$ cat config.mk
export PLATFORM = sky130hd
export DESIGN_NAME = fsquare_iter_flat
export DESIGN_NICKNAME = d
export VERILOG_FILES = /design/src/rtl/fsquare_iter_if.sv /design/src/rtl/fsquare_iter.sv /design/src/flat_wrapper.sv
export SDC_FILE = /design/constraint.sdc
export NUM_CORES = 1
export LEC_CHECK = 0
export CORE_MARGIN = 1
export CORE_UTILIZATION = 50
export DETAILED_ROUTE_END_ITERATION = 7
export PLACE_DENSITY = 0.87
export SLEW_MARGIN = 40
export SYNTH_ARGS = -nofsm -noshare
export SYNTH_HDL_FRONTEND = slang
export SYNTH_SLANG_ARGS = --single-unit
$ cat constraint.sdc
create_clock -name clk -period 2.7 [get_ports clk]
set_clock_uncertainty 0.05 [all_clocks]
set_input_delay 0.675 -clock clk [delete_from_list [all_inputs] [get_ports clk]]
set_output_delay 0.675 -clock clk [all_outputs]
set_load 0.005 [all_outputs]
$ cat src/rtl/fsquare_iter_if.sv
// rtl/fsquare_iter_if.sv - operand/result handshake bundle for the iterative squarer
interface fsquare_iter_if #(
  parameter int WE = 5,
  parameter int WF = 4
);
  logic                  in_valid;
  logic                  in_ready;
  logic [WE+WF+2:0]      X;
  logic                  out_valid;
  logic                  out_ready;
  logic [WE+WF+2:0]      R;

  modport master (output in_valid, output X, output out_ready,
                  input  in_ready, input  out_valid, input  R);
  modport slave  (input  in_valid, input  X, input  out_ready,
                  output in_ready, output out_valid, output R);
endinterface

$ cat src/rtl/fsquare_iter.sv
// rtl/fsquare_iter.sv - shift-add FloPoCo squarer R = X*X, constant WF+3 edge latency
// Optional ovf/unf flag outputs under FSQUARE_ITER_FLAGS_EN.
module fsquare_iter #(
  parameter int WE = 5,
  parameter int WF = 4
) (
  input  logic            clk,
  input  logic            rst_n,
  fsquare_iter_if.slave   bus
`ifdef FSQUARE_ITER_FLAGS_EN
  ,
  output logic            ovf,
  output logic            unf
`endif
);
  localparam int W    = WE + WF + 3;
  localparam int AW   = 2 * (WF + 1);
  localparam int EW   = WE + 2;
  localparam int CW   = $clog2(WF + 1);
  localparam int BIAS = 2 ** (WE - 1) - 1;

  typedef enum logic [1:0] {IDLE, MUL, RND, DONE} state_t;

  state_t          state_q;
  logic [WF:0]     m_q;
  logic [WE-1:0]   e_q;
  logic [1:0]      exc_q;
  logic [AW-1:0]   acc_q;
  logic [CW-1:0]   cnt_q;
  logic [W-1:0]    r_q;
  logic            in_ready_q;
  logic            out_valid_q;
  logic            ovf_q;
  logic            unf_q;

  logic [AW-1:0]   acc_d;
  logic            norm;
  logic [WF-1:0]   frac;
  logic            guard;
  logic            sticky;
  logic [WF:0]     frac_rnd;
  logic            carry;
  logic [EW-1:0]   er;
  logic            er_neg;
  logic            er_big;
  logic [W-1:0]    r_d;
  logic            ovf_d;
  logic            unf_d;
  logic            unused_sign;

  assign unused_sign = bus.X[WE+WF];

  always_comb begin
    acc_d = acc_q;
    if (m_q[cnt_q])
      acc_d = acc_q + (AW'(m_q) << cnt_q);
  end

  // Product lies in [1,4): the top accumulator bit selects the normalisation.
  always_comb begin
    norm = acc_q[AW-1];
    if (norm) begin
      frac   = acc_q[2*WF -: WF];
      guard  = acc_q[WF];
      sticky = |acc_q[WF-1:0];
    end else begin
      frac   = acc_q[2*WF-1 -: WF];
      guard  = acc_q[WF-1];
      sticky = |acc_q[WF-2:0];
    end
    frac_rnd = {1'b0, frac} + (WF+1)'(guard & (sticky | frac[0]));
    carry    = frac_rnd[WF];
    er       = {1'b0, e_q, 1'b0} - EW'(BIAS) + EW'(norm) + EW'(carry);
    er_neg   = er[EW-1];
    er_big   = !er[EW-1] && er[EW-2];
  end

  always_comb begin
    r_d   = '0;
    ovf_d = 1'b0;
    unf_d = 1'b0;
    case (exc_q)
      2'b01: begin
        if (er_neg) begin
          unf_d = 1'b1;
        end else if (er_big) begin
          r_d   = {2'b10, {(W-2){1'b0}}};
          ovf_d = 1'b1;
        end else begin
          r_d = {2'b01, 1'b0, er[WE-1:0], frac_rnd[WF-1:0]};
        end
      end
      2'b10:   r_d = {2'b10, {(W-2){1'b0}}};
      2'b11:   r_d = {2'b11, {(W-2){1'b0}}};
      default: r_d = '0;
    endcase
  end

  always_ff @(posedge clk or negedge rst_n) begin
    if (!rst_n) begin
      state_q     <= IDLE;
      m_q         <= '0;
      e_q         <= '0;
      exc_q       <= '0;
      acc_q       <= '0;
      cnt_q       <= '0;
      r_q         <= '0;
      in_ready_q  <= 1'b1;
      out_valid_q <= 1'b0;
      ovf_q       <= 1'b0;
      unf_q       <= 1'b0;
    end else begin
      case (state_q)
        IDLE: begin
          if (bus.in_valid) begin
            m_q        <= {1'b1, bus.X[WF-1:0]};
            e_q        <= bus.X[WF+WE-1:WF];
            exc_q      <= bus.X[W-1:W-2];
            acc_q      <= '0;
            cnt_q      <= '0;
            in_ready_q <= 1'b0;
            state_q    <= MUL;
          end
        end
        MUL: begin
          acc_q <= acc_d;
          cnt_q <= cnt_q + 1'b1;
          if (cnt_q == CW'(WF))
            state_q <= RND;
        end
        RND: begin
          r_q         <= r_d;
          ovf_q       <= ovf_d;
          unf_q       <= unf_d;
          out_valid_q <= 1'b1;
          state_q     <= DONE;
        end
        default: begin
          if (bus.out_ready) begin
            out_valid_q <= 1'b0;
            in_ready_q  <= 1'b1;
            ovf_q       <= 1'b0;
            unf_q       <= 1'b0;
            state_q     <= IDLE;
          end
        end
      endcase
    end
  end

  assign bus.in_ready  = in_ready_q;
  assign bus.out_valid = out_valid_q;
  assign bus.R         = r_q;

`ifdef FSQUARE_ITER_FLAGS_EN
  assign ovf = ovf_q;
  assign unf = unf_q;
`else
  logic unused_flags;
  assign unused_flags = ovf_q ^ unf_q;
`endif
endmodule

$ cat src/flat_wrapper.sv
// flat-port wrapper written by rule: the top's interface ports become plain ports
module fsquare_iter_flat 
#(
  parameter int WE = 5,
  parameter int WF = 4
)
  (clk, rst_n, bus_in_valid, bus_X, bus_out_ready, bus_in_ready, bus_out_valid, bus_R);
  fsquare_iter_if #(.WE(WE), .WF(WF)) bus_i ();
  input  logic clk;
  input  logic rst_n;
  input wire logic [$bits(bus_i.in_valid)-1:0] bus_in_valid;
  input wire logic [$bits(bus_i.X)-1:0] bus_X;
  input wire logic [$bits(bus_i.out_ready)-1:0] bus_out_ready;
  output wire logic [$bits(bus_i.in_ready)-1:0] bus_in_ready;
  output wire logic [$bits(bus_i.out_valid)-1:0] bus_out_valid;
  output wire logic [$bits(bus_i.R)-1:0] bus_R;
  assign bus_i.in_valid = bus_in_valid;
  assign bus_i.X = bus_X;
  assign bus_i.out_ready = bus_out_ready;
  assign bus_in_ready = bus_i.in_ready;
  assign bus_out_valid = bus_i.out_valid;
  assign bus_R = bus_i.R;
  fsquare_iter #(.WE(WE), .WF(WF)) u_core (.clk(clk), .rst_n(rst_n), .bus(bus_i));
endmodule
# Word-level counts from Yosys, hierarchy flattened
# Index checks and enable logic that the tools add are counted.
dict set report word_totals {
  ff_bits 41
  latchBits 0
  mem_bits_rw 0
  rom_bits 0
  input_bits 16
  output_inout_bits 14
  word_cells 69
  memories 0
}
dict set report classes {
  add_sub_neg 6
  multipliers 0
  div 0
  n_lt_le_gt_ge 1
  eq_ne 9
  n_shift 1
  muxes 22
  bitwise_logic 4
  n_reduce_logical 17
}
# cell n
set op_table {}
lappend op_table {{case mux 12 bit (3 select lines)} 1}
lappend op_table {{2-to-1 mux 12 bit} 2}
lappend op_table {{2-to-1 mux 10 bit} 2}
lappend op_table {{case mux 10 bit (2 select lines)} 1}
lappend op_table {{adder 7 x 1 -> 7 bit} 2}
lappend op_table {{adder 10 bit} 1}
lappend op_table {{left shift 5 x 3 -> 10 bit} 1}
lappend op_table {{AND reduction 3 bit} 3}
lappend op_table {{subtractor 6 x 4 -> 7 bit (second input constant)} 1}
lappend op_table {{== test 2 bit (second input constant)} 3}
lappend op_table {{2-to-1 mux 1 bit} 6}
lappend op_table {{2-to-1 mux 2 bit} 3}
lappend op_table {{case mux 2 bit (3 select lines)} 1}
lappend op_table {{case mux 3 bit (2 select lines)} 1}
lappend op_table {{AND reduction 2 bit} 3}
lappend op_table {{nonzero test 2 bit} 3}
lappend op_table {{adder 4 x 5 -> 5 bit} 1}
lappend op_table {{AND 1 x 5 -> 5 bit} 1}
lappend op_table {{== test 2 x 1 -> 1 bit (second input constant)} 2}
lappend op_table {{less-than comparator 3 x 4 -> 1 bit (second input constant)} 1}
lappend op_table {{2-to-1 mux 4 bit} 1}
lappend op_table {{!= test 2 x 1 -> 1 bit (second input constant)} 2}
lappend op_table {{case mux 1 bit (2 select lines)} 2}
lappend op_table {{nonzero test 4 bit} 1}
lappend op_table {{other kinds (13)} 15}

# Depth between registers and ports, before layout
dict set report depth {
  word_depth 11
  depth_mapped 13
  mapped_depth_nobuf 12
}

# Worst setup path before layout
# Ideal clock, no wire load.
dict set report synth_timing {
  kind {reg2reg}
  start {register u_core.acc_q[9]}
  end {register u_core.r_q[0], in the netlist u_core.bus.R[0]}
  setup_time_ns 0.084
  arrival_ns 2.406
  t_required_ns 2.566
  path_slack_ns 0.160
  path_stages_with_launch 11
  n_path_buf 1
  synth_period_minus_slack_ns 2.540
  path_cell_list {dfrtp_1 > clkbuf_1 > mux2_2 > ha_1 > nand3_1 > ha_1 > and2b_1 > a31oi_1 > xnor2_1 > nand4b_2 > o22ai_1}
}
dict set report synth_between {
  elab_chain_len 10
  elab_cells_between_ends 13
  cone_classes {add/sub: 3; mux: 6; bitwise: 2; reduce/logical: 2}
}
# element line_no
set synth_lines {}
lappend synth_lines {{start: declaration} fsquare_iter.sv:28} ;# logic [AW-1:0] acc_q;
lappend synth_lines {{start signal: assignment} fsquare_iter.sv:105} ;# acc_q <= '0;
lappend synth_lines {{start signal: assignment} fsquare_iter.sv:119} ;# acc_q <= '0;
lappend synth_lines {{start signal: assignment} fsquare_iter.sv:126} ;# acc_q <= acc_d;
lappend synth_lines {{2-to-1 mux 1 bit / 2-to-1 mux 4 bit (equally long branches)} fsquare_iter.sv:62} ;# if (norm) begin
lappend synth_lines {{bitwise OR 1 bit} fsquare_iter.sv:71} ;# frac_rnd = {1'b0, frac} + (WF+1)'(guard & (sticky | frac[0]));
lappend synth_lines {{AND 1 x 5 -> 5 bit} fsquare_iter.sv:71}
lappend synth_lines {{adder 4 x 5 -> 5 bit} fsquare_iter.sv:71}
lappend synth_lines {{adder 7 x 1 -> 7 bit} fsquare_iter.sv:73} ;# er = {1'b0, e_q, 1'b0} - EW'(BIAS) + EW'(norm) + EW'(carry);
lappend synth_lines {{zero test 1 bit} fsquare_iter.sv:75} ;# er_big = !er[EW-1] && er[EW-2];
lappend synth_lines {{logical AND 1 bit} fsquare_iter.sv:75}
lappend synth_lines {{2-to-1 mux 12 bit} fsquare_iter.sv:86} ;# end else if (er_big) begin
lappend synth_lines {{2-to-1 mux 12 bit *} fsquare_iter.sv:84} ;# if (er_neg) begin
lappend synth_lines {{case mux 12 bit (3 select lines) *} fsquare_iter.sv:82} ;# case (exc_q)
lappend synth_lines {{end signal: assignment} fsquare_iter.sv:132} ;# r_q <= r_d;
lappend synth_lines {{end: declaration} fsquare_iter.sv:30} ;# logic [W-1:0] r_q;
# Every way passes the cells marked *; elsewhere a longest branch is shown, timed or not.
# A chain may end at the register's enable or synchronous reset.

# Final worst setup path
dict set report layout_timing {
  start {register u_core.cnt_q[0]}
  end {register u_core.acc_q[8]}
}
dict set report layout_between {
  elab_chain_len 4
  elab_cells_between_ends 8
  cone_classes {add/sub: 1; eq/ne: 1; shift: 1; mux: 4; reduce/logical: 1}
}
# element line_no
set layout_lines {}
lappend layout_lines {{start: declaration} fsquare_iter.sv:29} ;# logic [CW-1:0] cnt_q;
lappend layout_lines {{start signal: assignment} fsquare_iter.sv:127} ;# cnt_q <= cnt_q + 1'b1;
lappend layout_lines {{left shift 5 x 3 -> 10 bit / binary-select mux 1 bit (select 3 bit) (equally long branches)} {fsquare_iter.sv:56, fsquare_iter.sv:55}}
lappend layout_lines {{adder 10 bit / 2-to-1 mux 1 bit (equally long branches)} {fsquare_iter.sv:56, fsquare_iter.sv:55}}
lappend layout_lines {{2-to-1 mux 10 bit / != test 2 x 1 -> 1 bit (equally long branches)} --}
lappend layout_lines {{case mux 10 bit (2 select lines) / AND reduction 3 bit (equally long branches)} --}
# Several ways; a longest one is shown, not always the timed one. The select of a mux whose other input is x is not followed.

==> metrics <==
Synth Flop Type dfrtp_1; CTS root buf clkbuf_8; largest family of logic cells by synthesized area compound AO/OA/AOI/OAI gates; EDFF count, synth 0; placed cell area around 2900 um2; crit start category flip-flop; simple-gate share of the synthesized area 13.2%; share of cells above drive strength 1 18.7%; Worst-Skew Late Latency 300 ps; GR Overflow Total 0; PortBufs 27; Cells after Synth approximately 270; # hold bufs at CTS 0; Vias/cell 5.60; Core Region 4790 um2; Power Dens Cells around 1200 nW/um2; combinational group share of total power 56.9%; fill count 363; Yosys cell types 44; grt peak-use layer met2; setup ws final between 80 and 90 ps; CTS tree built; initial antenna violation count 0; DRT Pass-1 Iters 4; design area approximately 3100 um2; CTS Buf Count 5; Starting Density 52.4%; Synth top area share between 30% and 40%; syn avg cell area 9.32 um2; switching share of power between 40% and 50%; P_int approximately 0.0021 W; Top Ports 30; Syn Nets 303; vias in the first global route 2055; met2 GRT Util a little under two fifths; DRT Wirelength about 5.6 mm; CP endpoint kind flip-flop; clk slew on worst S/H paths 90 ps; critical path's largest stage delay about 470 ps; count of final setup violators 0; Compound-Gate Fraction of Synth Area between 10% and 20%; Final Max Tran Viols 0; chip height 72.8 um; DIE WIDTH around 73 um; gr usage total a little over a fifth; largest area contributor in the netlist dfrtp_1; Rel. slew slack 48.5%; Routed Antenna Nets 0; final RePlAce weighted congestion 0.878; commonest cells in the netlist 39 x dfrtp_1, 24 x inv_1, 23 x nand2_1, 18 x a21oi_1, 17 x ha_1; DP HPWL 3.74 mm; Synth area leaders dfrtp_1 39%, ha_1 8.5%, mux2_2 6.7%, a21oi_1 3.6%, inv_1 3.6%; cell mode on critical path o21ai_1; via count 2110; DRT iter0 DRCs 123; ys async rst share 100%; status finished clean; Die Area 5300 um2; Peak VDD IR 0.678 mV; Hold Path Class in2async; mux contribution to synthesized area 9.54%; Synth Area in XOR/XNOR 3.49%; Crit path arrival time 2760 ps; Worst path slowest cell dfrtp_2; Clock Power Share a little over an eighth; CP Cell Sequence mux2_2 -> nor2_1 -> a211oi_1 -> ha_1 -> o21ai_1 -> a21oi_1 -> a311o_1 -> a21oi_2 -> xor2_1 -> o21ai_1; first-pass GRT wire length 8.96 mm; Final Cycle Share 97.0%; post-synthesis adder-cell area fraction 9.29%; sw power 0.00158 W; Fin. Hold Viols 0; top fanout value on the critical path 7; Max Clk Rate 382 MHz; Worst Tran Pin Value 773 ps; met3 GRT Util 6.49%; area delta synth->final 24.2%; minimum clock period 2620 ps; H-tree depth 2; register area share after synthesis 40.0%; CP Data Required Time 2840 ps; static leakage 1.41 nW; Ant. Diodes 0; total of max-cap violations 0; pre-CTS setup slack 57.0 ps; mapped cell area between 2000 and 3000 um2; largest net degree at the start of global routing 41; met1 GRT Util 25.7%; Yosys Warn Count 0; kind of critical path reg2reg; nets 343; Seq pwr share 29.6%; DRC 0; Sink Count 40; drt wl/cell between 10 and 15 um; Clock Path Buffers 2; register bit total from synthesis 40; cell with the most instances after synthesis dfrtp_1; FP Rows 25
-- worst max-delay path: cells and delay by family, from the launching register on --
kind | cells | cell delay (ps)
DFF | 1 | 470
adders and majority gates | 1 | 370
AOI/OAI and AO/OA | 6 | 950
muxes | 1 | 370
xor gates and xnor gates | 1 | 150
and+or+nand+nor | 1 | 130
-- power by group through the flow --
stage	clock [W]	sequential, W	combinational, W
finish	0.000506	0.00110	0.00212
global route	0.000536	0.00114	0.00235
CTS	0.000520	0.00108	0.00196
global placement	0	0.00107	0.00184
detailed placement	0	0.00109	0.00191
floorplan	0	0.00101	0.00143
-- timing repair --
action	CTS	global route
setup buffers	0	4
resized for setup	1	16
pin swaps	0	4
endpoints found under the setup margin	1	11
-- sequential cells by signal (all words and copies together) (netlist names) --
signal	count
u_core.bus.in_ready	1
u_core.e_q	5
u_core.bus.out_valid	1
u_core.acc_q	10
u_core.m_q	5
u_core.bus.R	11
u_core.cnt_q	3
u_core.exc_q	2
u_core.state_q	2
-- cell type report --
| cell class | count | area, um2 | share of cell area (%) |
|---|---|---|---|
| Tap cell | 67 | 83.8 | 2.69 |
| Inverter | 26 | 97.6 | 3.14 |
| Sequential cell | 40 | 1000 | 32.3 |
| Clock inverter | 3 | 46.3 | 1.49 |
| Multi-Input combinational cell | 194 | 1430 | 46.0 |
| Clock buffer | 5 | 68.8 | 2.21 |
| Timing Repair Buffer | 42 | 380 | 12.2 |
-- logic make-up after synthesis --
family	count (synthesis)
compound gates	75
xor+xnor	10
fa+ha+maj	18
buf+inv	35
flops	40
mux	22
other cells	1
simple gates	68
-- layout by cell type, fill, tap and decap left out, types with 3 or more instances in the layout --
cell type / Yosys / final
dfrtp_1: 39 / 37
clkdlybuf4s50_1: 0 / 26
inv_1: 24 / 24
nand2_1: 23 / 23
ha_1: 17 / 17
a21oi_1: 18 / 16
nor2_1: 16 / 16
buf_4: 2 / 16
mux2_2: 15 / 15
o21ai_0: 13 / 12
o21ai_1: 9 / 8
nand2b_1: 7 / 7
mux2i_1: 7 / 6
o22ai_1: 11 / 6
a22o_1: 6 / 6
a21o_1: 5 / 5
nand3_1: 5 / 5
xor2_1: 5 / 5
o22ai_2: 0 / 5
clkbuf_8: 0 / 5
xnor2_1: 5 / 4
nor2b_1: 4 / 3
-- final timing paths --
path	end	from	cells past startpoint	slack (ps)
max reg2reg	u_core.acc_q[8]$_DFFE_PN0P_	u_core.cnt_q[0]$_DFFE_PN0P_	10	80
min in group clk	u_core.bus.out_valid$_DFFE_PN0P_	u_core.bus.out_valid$_DFFE_PN0P_	1	460
max in group asynchronous	u_core.acc_q[9]$_DFFE_PN0P_	rst_n	1	1940
min reg2reg	u_core.bus.out_valid$_DFFE_PN0P_	u_core.bus.out_valid$_DFFE_PN0P_	1	460
min	u_core.bus.R[10]$_DFFE_PN0P_	rst_n	1	280
max	u_core.acc_q[8]$_DFFE_PN0P_	u_core.cnt_q[0]$_DFFE_PN0P_	10	80
-- through the flow --
stage,TNS [ps],util (%),instances,total power (W),hold slack (ps)
CTS,0,62.8,373,0.00355,298
finish,0,65.0,377,0.00372,279
global placement,0,60.3,365,0.00291,435
global route,-131,65.0,377,0.00402,324
detailed placement,0,60.4,365,0.00300,433
floorplan,0,-,269,0.00244,329
-- per-layer routing --
layer | vias to the layer above | wire (um)
met5 | - | 0
met2 | 47 | 2970
met3 | 8 | 219
met4 | 0 | 86
met1 | 1027 | 2310
li1 | 1028 | -
Note: power is estimated with default switching activity, not from simulation.
